===== src/rtl/effect_program_encoder.sv =====
// rtl/effect_program_encoder.sv - priority-encodes effect requests into a 4-slot opcode program
module effect_program_encoder #(
  parameter int TIMEOUT = 8,
  parameter int TO_W    = 8
) (
  input  logic        clk,
  input  logic        rst,
  input  logic        req_valid,
  input  logic [15:0] req_onehot,
  output logic        req_ready,
  output logic        prog_valid,
  output logic [15:0] prog_data,
  input  logic        prog_ready,
  output logic [2:0]  count,
  output logic        err
);

  typedef enum logic [1:0] {
    IDLE = 2'd0,
    FILL = 2'd1,
    SEND = 2'd2
  } state_t;

  localparam logic [TO_W-1:0] TIMER_LAST = TO_W'(TIMEOUT - 1);

  state_t             state_q, state_d;
  logic [3:0][3:0]    slots_q, slots_d;
  logic [2:0]         count_q, count_d;
  logic [TO_W-1:0]    timer_q, timer_d;
  logic [15:0]        prog_data_q, prog_data_d;
  logic               prog_valid_q, prog_valid_d;
  logic               err_q, err_d;

  logic [3:0]         enc_idx;
  logic               enc_none;
  logic               accept;
  logic               is_reject;
  logic               is_reset;
  logic               is_store;
  logic               full;
  logic               timeout;
  logic               handshake;

  // Lowest set bit wins: scan from the top so the last hit is the lowest index.
  always_comb begin
    enc_idx  = 4'd0;
    enc_none = 1'b1;
    for (int i = 15; i >= 0; i--) begin
      if (req_onehot[i]) begin
        enc_idx  = 4'(i);
        enc_none = 1'b0;
      end
    end
  end

  // Request classification. ON with an empty buffer is neither stored nor an
  // error, which keeps slot 0 of every program non-zero.
  assign accept    = req_valid & req_ready;
  assign is_reject = enc_none | (enc_idx[1:0] == 2'b11);
  assign is_reset  = accept & ~is_reject & (enc_idx == 4'd1);
  assign is_store  = accept & ~is_reject & (enc_idx != 4'd1) &
                     ~((enc_idx == 4'd0) & (count_q == 3'd0));
  assign full      = is_store & (count_q == 3'd3);
  assign timeout   = (state_q == FILL) & ~accept & (timer_q == TIMER_LAST);
  assign handshake = (state_q == SEND) & prog_ready;

  // State register.
  always_ff @(posedge clk or negedge rst) begin
    if (!rst) begin
      state_q <= IDLE;
    end else begin
      state_q <= state_d;
    end
  end

  // Next-state logic; a full store beats a simultaneous timeout since a store
  // counts as activity.
  always_comb begin
    state_d = state_q;
    unique case (state_q)
      IDLE: begin
        if (is_store) state_d = FILL;
      end
      FILL: begin
        if (is_reset)              state_d = IDLE;
        else if (full || timeout)  state_d = SEND;
      end
      SEND: begin
        if (handshake) state_d = IDLE;
      end
      default: state_d = IDLE;
    endcase
  end

  // Output logic: requests are only taken while no program is pending.
  always_comb begin
    req_ready = (state_q != SEND);
  end

  // Datapath next values: slots, fill count, idle timer and the program register.
  always_comb begin
    slots_d      = slots_q;
    count_d      = count_q;
    timer_d      = timer_q;
    prog_data_d  = prog_data_q;
    prog_valid_d = prog_valid_q;
    err_d        = accept & is_reject;
    if (is_reset) begin
      slots_d = '0;
      count_d = 3'd0;
      timer_d = '0;
    end else if (is_store) begin
      slots_d[count_q[1:0]] = enc_idx;
      count_d               = count_q + 3'd1;
      timer_d               = '0;
      if (full) begin
        prog_valid_d = 1'b1;
        prog_data_d  = slots_d;
      end
    end else if (timeout) begin
      // Unfilled slots are already zero, so the padding comes for free.
      prog_valid_d = 1'b1;
      prog_data_d  = slots_q;
    end else if ((state_q == FILL) && !accept) begin
      timer_d = timer_q + TO_W'(1);
    end
    if (handshake) begin
      slots_d      = '0;
      count_d      = 3'd0;
      timer_d      = '0;
      prog_valid_d = 1'b0;
      prog_data_d  = '0;
    end
  end

  // Datapath registers, cleared asynchronously so a pending program is dropped at once.
  always_ff @(posedge clk or negedge rst) begin
    if (!rst) begin
      slots_q      <= '0;
      count_q      <= 3'd0;
      timer_q      <= '0;
      prog_data_q  <= '0;
      prog_valid_q <= 1'b0;
      err_q        <= 1'b0;
    end else begin
      slots_q      <= slots_d;
      count_q      <= count_d;
      timer_q      <= timer_d;
      prog_data_q  <= prog_data_d;
      prog_valid_q <= prog_valid_d;
      err_q        <= err_d;
    end
  end

  assign prog_valid = prog_valid_q;
  assign prog_data  = prog_data_q;
  assign count      = count_q;
  assign err        = err_q;

endmodule


===== config.mk =====
export PLATFORM = sky130hd
export DESIGN_NAME = effect_program_encoder
export DESIGN_NICKNAME = d
export VERILOG_FILES = /design/src/rtl/effect_program_encoder.sv
export SDC_FILE = /design/constraint.sdc
export NUM_CORES = 1
export LEC_CHECK = 0
export CAP_MARGIN = 40
export CORE_MARGIN = 8
export CORE_UTILIZATION = 35
export CTS_BUF_LIST = sky130_fd_sc_hd__clkbuf_8
export DETAILED_ROUTE_END_ITERATION = 16
export SKIP_CTS_REPAIR_TIMING = 1
export SLEW_MARGIN = 25
export SYNTH_ARGS = -nofsm -noshare
export SYNTH_HDL_FRONTEND = slang
export SYNTH_SLANG_ARGS = --single-unit

===== constraint.sdc =====
create_clock -name clk -period 5.38 [get_ports clk]
set_input_delay 1.076 -clock clk [delete_from_list [all_inputs] [get_ports clk]]
set_output_delay 1.076 -clock clk [all_outputs]
set_load 0.05 [all_outputs]

-- After elaboration in Yosys (flattened, before gate mapping)
Cells that the tools add are included.
- output and inout bits: 22
- word-level logic and storage cells: 117
- flip-flop bits (word level): 47
- bits of input ports: 20
- reductions and logical operators: 13
- mux-type cells: 61
- add/subtract/negate cells: 2
- bitwise gates (word level): 15
- order comparisons: 2
- eq/ne operators: 14
- operator list (operator ; count):
    16-bit 2-to-1 mux ; 8
    4-bit 2-to-1 mux ; 17
    8-bit 2-to-1 mux ; 5
    1-bit 2-to-1 mux ; 21
    16-bit bitwise mux ; 1
    1-bit AND ; 11
    3-bit 2-to-1 mux ; 3
    8-bit by 1-bit adder with 8-bit output (second input constant) ; 1
    4-bit demux with 2-bit select ; 1
    8-bit by 3-bit equality test with 1-bit output (second input constant) ; 1
    2-bit 2-to-1 mux ; 4
    2-bit inequality test (second input constant) ; 3
    2-bit case mux with 3 select lines ; 1
    3-bit AND reduction ; 2
    3-bit nonzero test ; 2
    2-bit equality test (second input constant) ; 2
    4-bit by 1-bit equality test with 1-bit output (second input constant) ; 1
    4-bit logical NOT ; 1
    4-bit by 1-bit inequality test with 1-bit output (second input constant) ; 1
    4-bit by 3-bit inequality test with 1-bit output (second input constant) ; 1
    4-bit nonzero test ; 1
    3-bit by 1-bit adder with 3-bit output (second input constant) ; 1
    3-bit by 2-bit equality test with 1-bit output (second input constant) ; 1
    3-bit logical NOT ; 1
    13 further kinds ; 16

-- Logic depth before layout (Yosys ltp)
Gate-level depths: netlist (run 1).
- word-level depth: 27
- gate-level depth with buffers: 9
- gate-level depth less buffers: 7

-- Worst setup path before layout (run 1)
OpenSTA, ideal clock, no wires.
- path kind: input -> register
- start: input req_onehot[9]
- end: register prog_data_q[2], in the netlist prog_data[2]
- required time: 5247 ps
- path slack: 2544 ps
- library setup time: 133 ps
- data arrival time: 2703 ps
- stages: 8
- cell sequence: or4_1 > nor3_2 > a221oi_2 > o32a_1 > buf_6 > buf_6 > o21ai_2 > a31oi_2
- word-level cells in the longest chain between the ends: 19
- elaborated cells between the ends (all ways): 42
- those cells by class: 5 x eq/ne; 25 x mux; 9 x bitwise; 3 x reduce/logical
- RTL lines (element ; RTL line ; source):
    from (decl) ; 9 ; input logic [15:0] req_onehot,
    4-bit 2-to-1 mux (10 in a row) ; 49 ; if (req_onehot[i]) begin
    2-bit equality test ; 59 ; assign is_reject = enc_none | (enc_idx[1:0] == 2'b11);
    1-bit OR ; 59 ;
    1-bit NOT ; 60, 61 ;
    1-bit AND ; 60, 61 ;
    1-bit AND (2 in a row) ; 61 ; assign is_store = accept & ~is_reject & (enc_idx != 4'd1) &
    1-bit AND / 16-bit 2-to-1 mux (equally long branches) ; 63, 112 ;
    3-bit by 1-bit inequality test with 1-bit output (no line) / 16-bit 2-to-1 mux (equally long branches) ; -- ;
    3-bit AND reduction (no line) / 16-bit 2-to-1 mux (equally long branches) ; -- ;
    to (signal assigned) ; 149 ; prog_data_q <= prog_data_d;
    to (decl) ; 30 ; logic [15:0] prog_data_q, prog_data_d;
Parallel ways exist; a longest one is shown, timed or not. The select of a mux whose other input is x is not followed.
A chain may end at the register's enable or synchronous reset.

-- Final worst setup path (run 1)
- start: input req_onehot[0]
- end: register prog_data_q[7], in the netlist prog_data[7]
- word-level cells in the longest chain between the ends: 10
- elaborated cells between the ends (all ways): 24
- those cells by class: 5 x eq/ne; 7 x mux; 9 x bitwise; 3 x reduce/logical
- RTL lines (element ; RTL line):
    4-bit 2-to-1 mux ; 49
    2-bit equality test ; 59
    1-bit OR ; 59
    1-bit NOT ; 60, 61
    1-bit AND ; 60, 61
    1-bit AND (2 in a row) ; 61
    1-bit AND / 16-bit 2-to-1 mux (equally long branches) ; 63, 112
    3-bit by 1-bit inequality test with 1-bit output (no line) / 16-bit 2-to-1 mux (equally long branches) ; --
    3-bit AND reduction (no line) / 16-bit 2-to-1 mux (equally long branches) ; --
Parallel ways exist; a longest one is shown, timed or not. The select of a mux whose other input is x is not followed.

==> flow_summary.json, run 1 <==
{
  "power_mw": 1.47,
  "routed_wirelength_um": 6750,
  "worst-endpoint-required_ps": 5610,
  "routed-via-count": 2245,
  "cts-htree-levels": 2,
  "globalplace.congestion": 0.792,
  "worst-r2r-setup-slack_ps": 2760,
  "async_flop_share_pct": 100,
  "worst_skew_pair.late_latency_ps": 300,
  "numCtsBuffers": 5,
  "max-slew-margin-rel_pct": 46.6,
  "min_delay_path_depth": 1,
  "dpl.hpwl_um": 4780,
  "synth_largest_type_area_fraction_pct": 43.8,
  "largest_vdd_supply_drop_mv": 0.152,
  "ys_seq_elements": 47,
  "timing.final.ws_setup_ps": 1820,
  "preCtsSetupSlack_ps": 1330,
  "die_height_um": 104,
  "data_arrival_time_at_the_worst_slack_endpoint_ps": 3790,
  "cp_slowest_stage_delay_ps": 740,
  "grt_pass1_wl_um": 11500,
  "first_global_vias": 2246,
  "synthFlopType": "sky130_fd_sc_hd__dfrtp_1",
  "worst-r2r-cell-count": 8,
  "share_of_final_layout_standard_cells_stronger_than_drive_strength_1_pct": 12.0,
  "cap_viol_max_count": 0,
  "drt-pass1-iter-count": 4,
  "synth.yosys.seq_area_share_pct": 43.8,
  "timing.fmax_mhz": 281,
  "drt-initial-drc-count": 114,
  "cts_tree": "done",
  "critical_path.reg2reg.startpoint": "count[0]",
  "yosys.cell_types.count": 48,
  "hold_end": "prog_valid",
  "result_of_the_run": "finished clean",
  "avgRoutedWirePerCell_um": 16.4,
  "synth_warnings": 0,
  "worst_clock_skew_ps": 12.5,
  "n_fill_cell": 725,
  "die_x_um": 104,
  "criticalPathCategory": "input port to flip-flop",
  "final_setup_vio_count": 0,
  "ctsRootBufferMaster": "sky130_fd_sc_hd__clkbuf_8",
  "cts.reportedPaths.clkPinSlew_ps": 90,
  "synth-edff-count": 0,
  "die-area_um2": 10700,
  "numPortBuffers": 41,
  "clock_tree.buffer_depth": 2,
  "syn_area_um2": 2680,
  "synth.avg_cell_area_um2": 9.87,
  "timing.critical_path.cells": "clkdlybuf4s50_1 > or3_1 > a221o_1 > a21oi_2 > o32a_1 > buf_4 > o21ai_1 > a31oi_1",
  "synthesis.nets": 298,
  "insertedDiodeCount": 0,
  "grtUsageTotal_pct": 12.8,
  "finalCritPeriodShare_pct": 66.1,
  "antenna_found_initial": 0,
  "hold_path.class": "flip-flop to flip-flop",
  "synth_area_leaders": "sky130_fd_sc_hd__dfrtp_1, sky130_fd_sc_hd__a311oi_1, sky130_fd_sc_hd__a21oi_1",
  "initial_standard_cell_utilization_of_the_core_pct": 35.5,
  "worst_setup_path_start_kind": "input port",
  "largest_net_degree_at_the_start_of_global_routing": 48,
  "globalRoute.totalOverflow": 0,
  "drt-met1-wl_um": 3070,
  "leakagePower_nw": 1.30,
  "synth_top_area_cell": "sky130_fd_sc_hd__dfrtp_1",
  "report.final.slew_viol_count": 0,
  "timing.hold.worst.start": "prog_valid",
  "cp-end-kind": "flip-flop",
  "totalNegativeSetupSlack_ps": 0,
  "r2r-end": "prog_data[7]",
  "multi_input_comb_area_um2": 1370,
  "routed-wl-met3_um": 312,
  "placementRows": 32,
  "power-per-cell-area_nw_per_um2": 449,
  "placement_stage_cell_area_um2": 3150,
  "post-route-min-period_ps": 3560,
  "syn-instance-count": 272,
  "area.sequential_um2": 1180,
  "met2_wirelength_um": 3310,
  "cts_num_sinks": 47,
  "final-hold-violation-count": 0,
  "num_io_pins": 42,
  "worstMarginPinSlew_ps": 800,
  "rsz0062_at_grt": "false",
  "layout-area-overhead-vs-synth_pct": 21.8,
  "timing.critical_path.slowest_stage_cell": "sky130_fd_sc_hd__o32a_1",
  "highest-signal-layer": "met4",
  "critPathMaxFanout": 15,
  "drc": 0,
  "postRouteAntennaNets": 0,
  "fin_nets": 335,
  "route.detailed.vias_per_inst": 5.46,
  "core_um2": 7570,
  "final_area_um2": 3270
}
==> critical path, delay by kind of cell <==
kind	cells	cell delay (ps)
AOI/OAI and AO/OA	5	1550
buffers and inverters	2	770
and+or+nand+nor	1	380
==> flip-flops by register name (all words and copies together), names as in the netlist <==
signal and count:
count 3, err 1, prog_data 16, prog_valid 1, slots_q 16, state_q 2, timer_q 8
==> layout make-up <==
cell class | count | area share (%)
Clock buffer | 5 | 2.10
Clock inverter | 2 | 1.15
Inverter | 7 | 0.804
Multi-Input combinational cell | 200 | 41.8
Sequential cell | 47 | 36.0
Tap cell | 102 | 3.90
Timing Repair Buffer | 48 | 14.3
==> through the flow <==
step | std cells | hold WS, ps | util (%)
final | 411 | 494 | 43.2
after global routing | 411 | 524 | 43.2
after CTS | 410 | 503 | 43.1
after detailed placement | 403 | 482 | 41.7
after global placement | 402 | 484 | 41.5
after floorplan | 272 | 486 | -
==> synthesized netlist by cell type (all sizes together) (7+ instances only) <==
library cell,instances
a21oi,23
a311oi,16
a31oi,17
and2,16
buf,11
clkbuf,7
dfrtp,47
inv,7
nand2,16
nand3,14
nand4,9
nor2,11
nor3,11
o21ai,19
==> cell usage in the layout, fill, tap and decap left out, drive strengths merged, types with 5 or more instances in the layout <==
master / n
a31oi: 17
clkdlybuf4s50: 40
clkbuf: 5
nand3: 14
nand4: 9
nand2: 16
nor2: 11
ha: 6
o21ai: 19
a21oi: 23
dfrtp: 47
and2: 16
inv: 7
nor4: 6
nor3: 11
a311oi: 16
buf: 8
==> metal layers <==
layer,GRT usage (%),vias to the layer above
met3,2.97,7
li1,-,1109
met5,0,-
met2,21.0,43
met4,2.83,0
met1,16.6,1086
==> report_power, final <==
part / internal, mW / leakage, nW / switching, mW / total [mW]
combinational: 0.259 / 0.617 / 0.466 / 0.725
clock: 0.136 / 0.0502 / 0.118 / 0.254
sequential: 0.435 / 0.627 / 0.0548 / 0.490
==> cell families after synthesis <==
kind of cell,Yosys count,share of synthesized area (%)
AND/OR/NAND/NOR,98,20.3
AO/OA/AOI/OAI,89,25.4
flip-flops,47,43.8
buffers and inverters,25,5.41
XOR/XNOR,6,1.96
adder cells (fa/ha/maj),6,2.80
multiplexers,1,0.373
==> worst max path at each step <==
stage | startpoint | cells past startpoint | endpoint
floorplan | req_onehot[9] | 8 | prog_data[2]
global placement | req_onehot[5] | 8 | prog_data[13]
detailed placement | req_onehot[5] | 8 | prog_data[14]
CTS | req_onehot[5] | 8 | prog_data[14]
global route | req_onehot[0] | 8 | prog_data[7]
finish | req_onehot[0] | 8 | prog_data[7]
Note: power is estimated with default switching activity, not from simulation.
==> run 2, diff against run 1 <==
==> constraint.sdc (replaced) <==
create_clock -name clk -period 3.1 [get_ports clk]
set_input_delay 0.62 -clock clk [delete_from_list [all_inputs] [get_ports clk]]
set_output_delay 0.62 -clock clk [all_outputs]
set_load 0.05 [all_outputs]
==> run 2 against run 1 <==
- cell count rose by 3.4%
- clock power rose by 54%
- sequential share of layout area fell by 1.4 points
- sequential cell count did not move
- combinational power rose by 79%
- via count rose by 3.0%
- clock skew rose by 0.99 ps
- critical path type unchanged
- critical endpoint is now prog_data[0]
- largest cell class unchanged
==> flow_summary.json, run 2 (synthesized netlist as in run 1, its figures left out) <==
{
  "cts_num_sinks": 47,
  "globalplace.congestion": 0.801,
  "hold-worst-slack_ps": 357,
  "worstMarginPinSlew_ps": 692,
  "timing.final.ws_setup_ps": 443,
  "avgRoutedWirePerCell_um": 16.0,
  "hold_path.class": "input port to asynchronous set/reset pin",
  "layout-area-overhead-vs-synth_pct": 26.7,
  "worst-endpoint-required_ps": 3270,
  "cp-end-kind": "flip-flop",
  "die-area_um2": 10700,
  "totalNegativeSetupSlack_ps": 0,
  "grtUsageTotal_pct": 13.1,
  "numCtsBuffers": 5,
  "cp_slowest_stage_delay_ps": 540,
  "criticalPathCategory": "input port to flip-flop",
  "final_setup_vio_count": 0,
  "data_arrival_time_at_the_worst_slack_endpoint_ps": 2820,
  "postRouteAntennaNets": 0,
  "r2r-end": "prog_data[0]",
  "route.detailed.vias_per_inst": 5.44,
  "first_global_vias": 2390,
  "max-slew-margin-rel_pct": 53.8,
  "ctsRootBufferMaster": "sky130_fd_sc_hd__clkbuf_8",
  "report.final.slew_viol_count": 0,
  "numPortBuffers": 41,
  "antenna_found_initial": 0,
  "worst_skew_pair.late_latency_ps": 300,
  "insertedDiodeCount": 0,
  "post-route-min-period_ps": 2660,
  "num_io_pins": 42,
  "final-hold-violation-count": 0,
  "dpl.hpwl_um": 4990,
  "timing.critical_path.slowest_stage_cell": "sky130_fd_sc_hd__or4_1",
  "most_common_library_cell_in_the_layout_ignoring_fill_and_taps": "sky130_fd_sc_hd__dfrtp_1",
  "placementRows": 32,
  "cts.reportedPaths.clkPinSlew_ps": 90,
  "preCtsSetupSlack_ps": 127,
  "timing.fmax_mhz": 376,
  "drt-pass1-iter-count": 4,
  "cts-htree-levels": 2,
  "globalRoute.totalOverflow": 0,
  "cap_viol_max_count": 0,
  "die_height_um": 104,
  "critPathMaxFanout": 19,
  "die_x_um": 104,
  "critical_path.reg2reg.startpoint": "state_q[0]",
  "routed-via-count": 2312,
  "power-per-cell-area_nw_per_um2": 747,
  "result_of_the_run": "finished clean",
  "post-place-cells": 417,
  "largest_vdd_supply_drop_mv": 0.309,
  "worst-r2r-setup-slack_ps": 820,
  "drc": 0,
  "worst_clock_skew_ps": 13.5,
  "largest_net_degree_at_the_start_of_global_routing": 31,
  "routed_wirelength_um": 6790,
  "fin_nets": 348,
  "leakagePower_nw": 1.37,
  "drt-initial-drc-count": 142,
  "final_cells": 425,
  "worst-r2r-cell-count": 7,
  "mostFrequentLayoutCells": "sky130_fd_sc_hd__dfrtp_1, sky130_fd_sc_hd__clkdlybuf4s50_1, sky130_fd_sc_hd__a21oi_1",
  "clock_tree.buffer_depth": 2,
  "share_of_final_layout_standard_cells_stronger_than_drive_strength_1_pct": 15.8,
  "grt_pass1_wl_um": 11800,
  "core_um2": 7570,
  "rsz0062_at_grt": "false",
  "timing.critical_path.cells": "clkdlybuf4s50_1 > or4_1 > nor3_2 > a221oi_2 > o32a_1 > buf_12 > o21ai_0 > a31oi_2",
  "finalCritPeriodShare_pct": 85.7,
  "cts_tree": "done",
  "initial_standard_cell_utilization_of_the_core_pct": 35.5,
  "worst_setup_path_start_kind": "input port"
}
==> run 2: cell count changes in the layout (fill, tap and decap cells not counted) <==
| cell | before | now |
|---|---|---|
| sky130_fd_sc_hd__bufinv_16 | 1 | 0 |
| sky130_fd_sc_hd__buf_12 | 0 | 4 |
| sky130_fd_sc_hd__clkbuf_8 | 5 | 6 |
| sky130_fd_sc_hd__buf_4 | 6 | 16 |
| sky130_fd_sc_hd__clkinv_4 | 0 | 1 |
| sky130_fd_sc_hd__buf_2 | 0 | 1 |
| sky130_fd_sc_hd__buf_6 | 2 | 0 |
==> run 2: worst max path at each step <==
stage | from | end | slack (ps) | cells after the start
floorplan | req_onehot[9] | prog_data[2] | 720 | 8
global placement | req_onehot[9] | prog_data[15] | 160 | 8
detailed placement | req_onehot[9] | prog_data[15] | 130 | 8
CTS | req_onehot[9] | prog_data[15] | 450 | 8
global route | req_onehot[5] | prog_data[0] | 270 | 9
finish | req_onehot[9] | prog_data[0] | 440 | 8
==> run 2: cell type report <==
type	count	area [µm²]
Fill cell	695	4170
Multi-Input combinational cell	200	1370
Sequential cell	47	1180
Timing Repair Buffer	61	606
Tap cell	102	128
Clock buffer	6	82.6
Inverter	7	26.3
Clock inverter	2	16.3
==> run 2: where the power goes <==
group | switching [mW] | internal, mW | total (mW)
Sequential | 0.0943 | 0.756 | 0.850
Clock | 0.210 | 0.182 | 0.392
Combinational | 0.819 | 0.479 | 1.30
Total | 1.12 | 1.42 | 2.54
==> run 2: metal layers <==
metal  routed length [µm]  vias up  track usage [%]
met5                    0        -                0
met4                   39        0             3.25
met3                  298        4             3.22
met2                 3380       40             21.7
met1                 3070     1127             16.6
li1                     -     1141                -
==> run 2: stage by stage <==
step	area, µm²	utilization [%]	total power, mW
floorplan	2680	-	1.76
global placement	3300	43.6	2.16
detailed placement	3300	43.6	2.17
CTS	3400	44.9	2.57
global route	3400	44.9	2.71
finish	3400	44.9	2.54
==> run 2: worst max-delay path, delay by kind of cell <==
kind / cells / cell delay, ps
AOI/OAI and AO/OA: 4 / 850
buffers and inverters: 2 / 610
and+or+nand+nor: 2 / 720
